## config.mk

```make
export PLATFORM = sky130hd
export DESIGN_NAME = slv_guard_rst_seq
export DESIGN_NICKNAME = d
export VERILOG_FILES = /design/src/rtl/slv_guard_rst_seq.sv
export SDC_FILE = /design/constraint.sdc
export NUM_CORES = 1
export LEC_CHECK = 0
export ABC_CLOCK_PERIOD_IN_PS = 5730
export CAP_MARGIN = 20
export CORE_ASPECT_RATIO = 1.25
export CORE_MARGIN = 2
export CORE_UTILIZATION = 47
export DETAILED_ROUTE_END_ITERATION = 10
export PLACE_DENSITY = 0.8
export SYNTH_ARGS = -nofsm -noshare
export SYNTH_HDL_FRONTEND = slang
export SYNTH_SLANG_ARGS = --single-unit
```

## constraint.sdc

```tcl
create_clock -name clk_i -period 5.73 [get_ports clk_i]
set_clock_uncertainty 0.1 [all_clocks]
set_input_delay 1.146 -clock clk_i [delete_from_list [all_inputs] [get_ports clk_i]]
set_output_delay 1.146 -clock clk_i [all_outputs]
set_load 0.03 [all_outputs]
```

## src/rtl/slv_guard_rst_seq.sv

```systemverilog
// slv_guard_rst_seq: per-subordinate reset sequencer that isolates the port, drains, pulses reset,
// waits for the subordinate to leave reset, then reopens the port.
module slv_guard_rst_seq #(
    parameter int unsigned CntWidth     = 16,
    parameter int unsigned MinRstCycles = 8,
    parameter int unsigned EvtCntWidth  = 8
) (
    input  logic                   clk_i,
    input  logic                   rst_ni,
    input  logic                   rst_req_i,
    input  logic [CntWidth-1:0]    drain_budget_i,
    input  logic [CntWidth-1:0]    release_budget_i,
    output logic                   isolate_o,
    input  logic                   isolated_i,
    output logic                   sub_rst_no,
    input  logic                   rst_stat_i,
    output logic                   busy_o,
    output logic                   fault_o,
    output logic                   irq_o,
    input  logic                   irq_clr_i,
    output logic [EvtCntWidth-1:0] rst_cnt_o
);
    typedef enum logic [2:0] {IDLE, ISOLATE, ASSERT, RELEASE, REOPEN, FAULT} state_e;
    localparam logic [CntWidth-1:0] MinCnt = CntWidth'(MinRstCycles - 1);
    state_e                 state_q, state_d;
    logic [CntWidth-1:0]    cnt_q, cnt_d;
    logic                   isolate_q, isolate_d;
    logic                   sub_rst_n_q, sub_rst_n_d;
    logic                   busy_q, busy_d;
    logic                   fault_q, fault_d;
    logic                   irq_q, irq_d;
    logic [EvtCntWidth-1:0] rst_cnt_q, rst_cnt_d;
    always_comb begin
        state_d     = state_q;
        cnt_d       = cnt_q;
        isolate_d   = isolate_q;
        sub_rst_n_d = sub_rst_n_q;
        fault_d     = fault_q;
        irq_d       = irq_clr_i ? 1'b0 : irq_q;
        rst_cnt_d   = rst_cnt_q;
        case (state_q)
            IDLE: if (rst_req_i) begin
                state_d   = ISOLATE;
                cnt_d     = '0;
                isolate_d = 1'b1;
            end
            ISOLATE: if (isolated_i || cnt_q == drain_budget_i) begin
                state_d     = ASSERT;
                cnt_d       = '0;
                sub_rst_n_d = 1'b0;
            end else cnt_d = cnt_q + 1'b1;
            // Counter parks at the minimum so an unresponsive subordinate cannot wrap it.
            ASSERT: if (cnt_q >= MinCnt && rst_stat_i) begin
                state_d     = RELEASE;
                cnt_d       = '0;
                sub_rst_n_d = 1'b1;
            end else if (cnt_q < MinCnt) cnt_d = cnt_q + 1'b1;
            RELEASE: if (!rst_stat_i) state_d = REOPEN;
            else if (cnt_q == release_budget_i) begin
                state_d = FAULT;
                fault_d = 1'b1;
                irq_d   = 1'b1;
            end else cnt_d = cnt_q + 1'b1;
            REOPEN: begin
                state_d   = IDLE;
                isolate_d = 1'b0;
                irq_d     = 1'b1;
                rst_cnt_d = &rst_cnt_q ? rst_cnt_q : rst_cnt_q + 1'b1;
            end
            FAULT: if (irq_clr_i) begin
                state_d     = ASSERT;
                cnt_d       = '0;
                sub_rst_n_d = 1'b0;
                fault_d     = 1'b0;
            end
            default: state_d = IDLE;
        endcase
        busy_d = state_d != IDLE;
    end
    always_ff @(posedge clk_i) begin
        if (!rst_ni) begin
            state_q     <= IDLE;
            cnt_q       <= '0;
            isolate_q   <= 1'b0;
            sub_rst_n_q <= 1'b1;
            busy_q      <= 1'b0;
            fault_q     <= 1'b0;
            irq_q       <= 1'b0;
            rst_cnt_q   <= '0;
        end else begin
            state_q     <= state_d;
            cnt_q       <= cnt_d;
            isolate_q   <= isolate_d;
            sub_rst_n_q <= sub_rst_n_d;
            busy_q      <= busy_d;
            fault_q     <= fault_d;
            irq_q       <= irq_d;
            rst_cnt_q   <= rst_cnt_d;
        end
    end
    assign isolate_o  = isolate_q;
    assign sub_rst_no = sub_rst_n_q;
    assign busy_o     = busy_q;
    assign fault_o    = fault_q;
    assign irq_o      = irq_q;
    assign rst_cnt_o  = rst_cnt_q;
endmodule
```

==> impl_metrics.csv <==
group,metric,value,unit
status,outcome,"complete, no violations",
synthesis,synthDominantAreaCellType,"dfxtp_1",
sta,min_period_over_period,63.20,%
floorplanning,fp.coreArea,4131,um2
cells_and_area,finalNetCount,325,
worst_setup_path,cp_max_fo,27,
global_route,grt_pass1_vias,1842,
clock_network,cts_hold_repair.buffers,0,
clock_network,tritoncts,"built",
global_route,globalRouteOverflowTotal,0,
job,cap_viol_max_count,0,
power,pwr-share-comb,17.8,%
route,detail_route.vias_per_cell,5.605,
floorplanning,die-width,63.17,um
worst_setup_path,critPathLaunch,"release_budget_i[10]",
sta,slew_worst_pin,0.6752,ns
cells_and_area,antenna_cells,0,
synthesis,postSynth.asyncResetShare,0,%
worst_setup_path,criticalPathCategory,"in2reg",
synthesis,yosys_register_bits,32,
synthesis,post_synth.cell_area_avg,8.362,um2
worst_setup_path,worst_r2r_startpoint,"cnt_q[2]$_SDFFE_PN0P_",
synthesis,synth_top_flop_cell,"dfxtp_1",
clock_network,clock_transition_at_the_registers_of_the_reported_paths,0.06,ns
synthesis,postSynthNetCount,286,
floorplanning,die-area,4925,um2
sta,final_hold_vios,0,
floorplanning,design.portCount,51,
route,drtAntennaViolNets,0,
route,drc_errors,0,
worst_setup_path,crit_slowest_cell,"o21ai_4",
route,drt-total-wl,4877,um
worst_setup_path,critical_path.cell_chain,"clkdlybuf4s50_1, xor2_1, nor4_1, nand4_1, o21ai_4, o21ai_2, o21ba_1",
clock_network,clk-insertion-delay-late,0.29,ns
global_route,grt_start_max_net_pins,28,
synthesis,count_of_flip_flops_with_a_built_in_enable_after_synthesis,0,
synthesis,warnings_synthesis,0,
sta,fin_crit,3.621,ns
clock_network,clock_tree.buffer_depth,2,
floorplanning,initial_core_util,49.79,%
power,power.ir.vdd_worst,0.1079,mV
synthesis,ys_top_cells_by_area,"dfxtp_1, xor2_1, xnor2_1",
power,p_per_area,193.1,nW/um2
clock_network,cts.htree.levels,2,
synthesis,syn_area,2057,um2
worst_setup_path,timing.critical_path.required,5.86,ns
place,place_hpwl,3645,um
hold_path,min_from,"sub_rst_no$_SDFFE_PN1P_",
route,routed_wire_length_per_instance,14.26,um
power,power.switching_fraction,25.95,%
sta,slew_headroom,54.57,%
power,pwr-share-seq,46.7,%
floorplanning,die_h,77.97,um
sta,fmax,276.1,MHz
place,placed_area,2521,um2
clock_network,clockRootBuffer,"clkbuf_8",
power,internal,0.3734,mW
worst_setup_path,critical_path_arrival,3.75,ns
sta,timing.setup.tns,0,ns
global_route,grt_use_total,21.77,%
sta,timing_max_transition_violations_final,0,
clock_network,cts.sinks,32,
route,via_count,1917,
route,drt_pass1_iterations,4,
synthesis,seq_area_frac_synth,31.14,%
sta,grt_setup_unrepaired,"no",
clock_network,post_cts_sizing_count,0,
hold_path,hold_path.class,"reg2reg",
place,finalWeightedCongestion,0.9157,
floorplanning,placementRows,26,
synthesis,ys_types,43,
cells_and_area,nFillCells,376,
worst_setup_path,crit_path_buffers_inverters,1,
cells_and_area,layout.core_utilization,63.20,%
cells_and_area,areaGrowthSynthToFinish,26.95,%
sta,finalHoldWorstSlack,0.3928,ns
synthesis,yosysTopAreaCellShare,31.14,%
global_route,global_route_wire_length_before_repair,8411,um
sta,setup-violations-final,0,
worst_setup_path,timing.critical_path.max_delay_family,"compound AO/OA/AOI/OAI gates",
power,power_leakage,0.9486,nW
synthesis,netlist_instances,246,
power,net-switching-power,0.1309,mW
place,portBuffers,50,
cells_and_area,drive_above_1_share,3.147,%
worst_setup_path,slowest_delay,0.63,ns
clock_network,post_cts_buffers,0,
cells_and_area,post_route_cell_area,2611,um2
power,clockPowerShare,35.5,%
clock_network,cts-buffers-inserted,5,
worst_setup_path,crit_path_start_kind,"primary input",
route,drt_iter0_markers,168,
global_route,grt_antenna_before_repair,0,
power,total_power,0.5043,mW
worst_setup_path,worst_setup_path_end_kind,"flip-flop",
[final timing paths]
kind	endpoint	slack, ns	depth (start not counted)
max	cnt_q[4]$_SDFFE_PN0P_	2.11	7
min	sub_rst_no$_SDFFE_PN1P_	0.39	2
max reg2reg	cnt_q[4]$_SDFFE_PN0P_	2.87	6
min reg2reg	sub_rst_no$_SDFFE_PN1P_	0.39	2
[worst min-delay path, cell delays in order (launching register included)]
cell,delay [ns]
dfxtp_1,0.31
inv_1,0.05
o211ai_1,0.08
[cells in the final DEF (no fill, tap or decap), types with 2 or more instances in the layout]
cell type / n
nor2_1: 13
and2_1: 7
xnor2_1: 20
nand4_1: 9
or3_1: 7
nor2b_1: 6
o21ai_0: 8
o31ai_1: 6
inv_1: 6
clkdlybuf4s50_1: 50
mux2i_1: 2
or2_1: 3
nand3_1: 10
o211ai_1: 3
o31a_1: 2
ha_1: 2
o21bai_1: 2
nor4_1: 7
clkbuf_8: 6
nor3b_1: 2
o21a_1: 4
dfxtp_1: 32
a21oi_1: 12
nand2_1: 13
nor3_1: 5
o21ai_1: 3
o21ba_1: 2
clkbuf_1: 2
or4_1: 6
xor2_1: 22
and3_1: 2
[metrics by stage]
stage	worst slack, ns	cells
final	2.109	342
after global routing	1.951	342
after CTS	2.113	342
after detailed placement	1.837	334
after global placement	1.944	334
after floorplan	2.993	246
[power by group through the flow]
stage / Combinational (mW) / Sequential (mW) / Clock, mW
floorplan: 0.0495 / 0.240 / 0
global route: 0.0978 / 0.236 / 0.194
CTS: 0.0899 / 0.235 / 0.180
global placement: 0.0869 / 0.240 / 0
detailed placement: 0.0892 / 0.240 / 0
finish: 0.0898 / 0.236 / 0.179
[synth_stat cells, types with 2 or more instances]
cell type	n
dfxtp_1	32
xor2_1	22
xnor2_1	20
nand2_1	13
nor2_1	13
a21oi_1	12
nand3_1	10
nand4_1	9
o21ai_0	8
and2_1	7
buf_2	7
clkbuf_1	7
nor4_1	7
or3_1	7
inv_1	6
nor2b_1	6
o31ai_1	6
or4_1	6
nor3_1	5
buf_6	4
o21a_1	4
o211ai_1	3
o21ai_1	3
or2_1	3
and3_1	2
ha_1	2
mux2i_1	2
nor3b_1	2
o21ba_1	2
o21bai_1	2
o31a_1	2
[flip-flops by register name, summed over array words and instances (netlist names)]
register,count
cnt_q,16
rst_cnt_o,8
state_q,3
busy_o,1
fault_o,1
irq_o,1
isolate_o,1
sub_rst_no,1
[layout make-up]
cell class	instances	area, um2	share of cell area (%)
Clock buffer	8	90.09	3.450
Inverter	6	22.52	0.8625
Multi-Input combinational cell	190	1287	49.31
Sequential cell	32	640.6	24.53
Tap cell	56	70.07	2.683
Timing Repair Buffer	50	500.5	19.17
[per-layer routing]
metal | vias to the layer above | global-route usage, % | part of all wire (%)
met5 | - | 0 | 0
met4 | 0 | 12.39 | 2.4
met3 | 12 | 4.493 | 6.8
met2 | 89 | 37.02 | 51
met1 | 866 | 25.20 | 40
li1 | 950 | - | -
[cell families after synthesis]
family | count (synthesis) | synth area share, %
AND/OR/NAND/NOR | 92 | 24.51
AO/OA/AOI/OAI | 52 | 18.01
XOR/XNOR | 42 | 17.88
flip-flops | 32 | 31.14
buffers and inverters | 24 | 6.265
multiplexers | 2 | 0.9733
adder cells (fa/ha/maj) | 2 | 1.216
(Power assumes the default switching activity.)
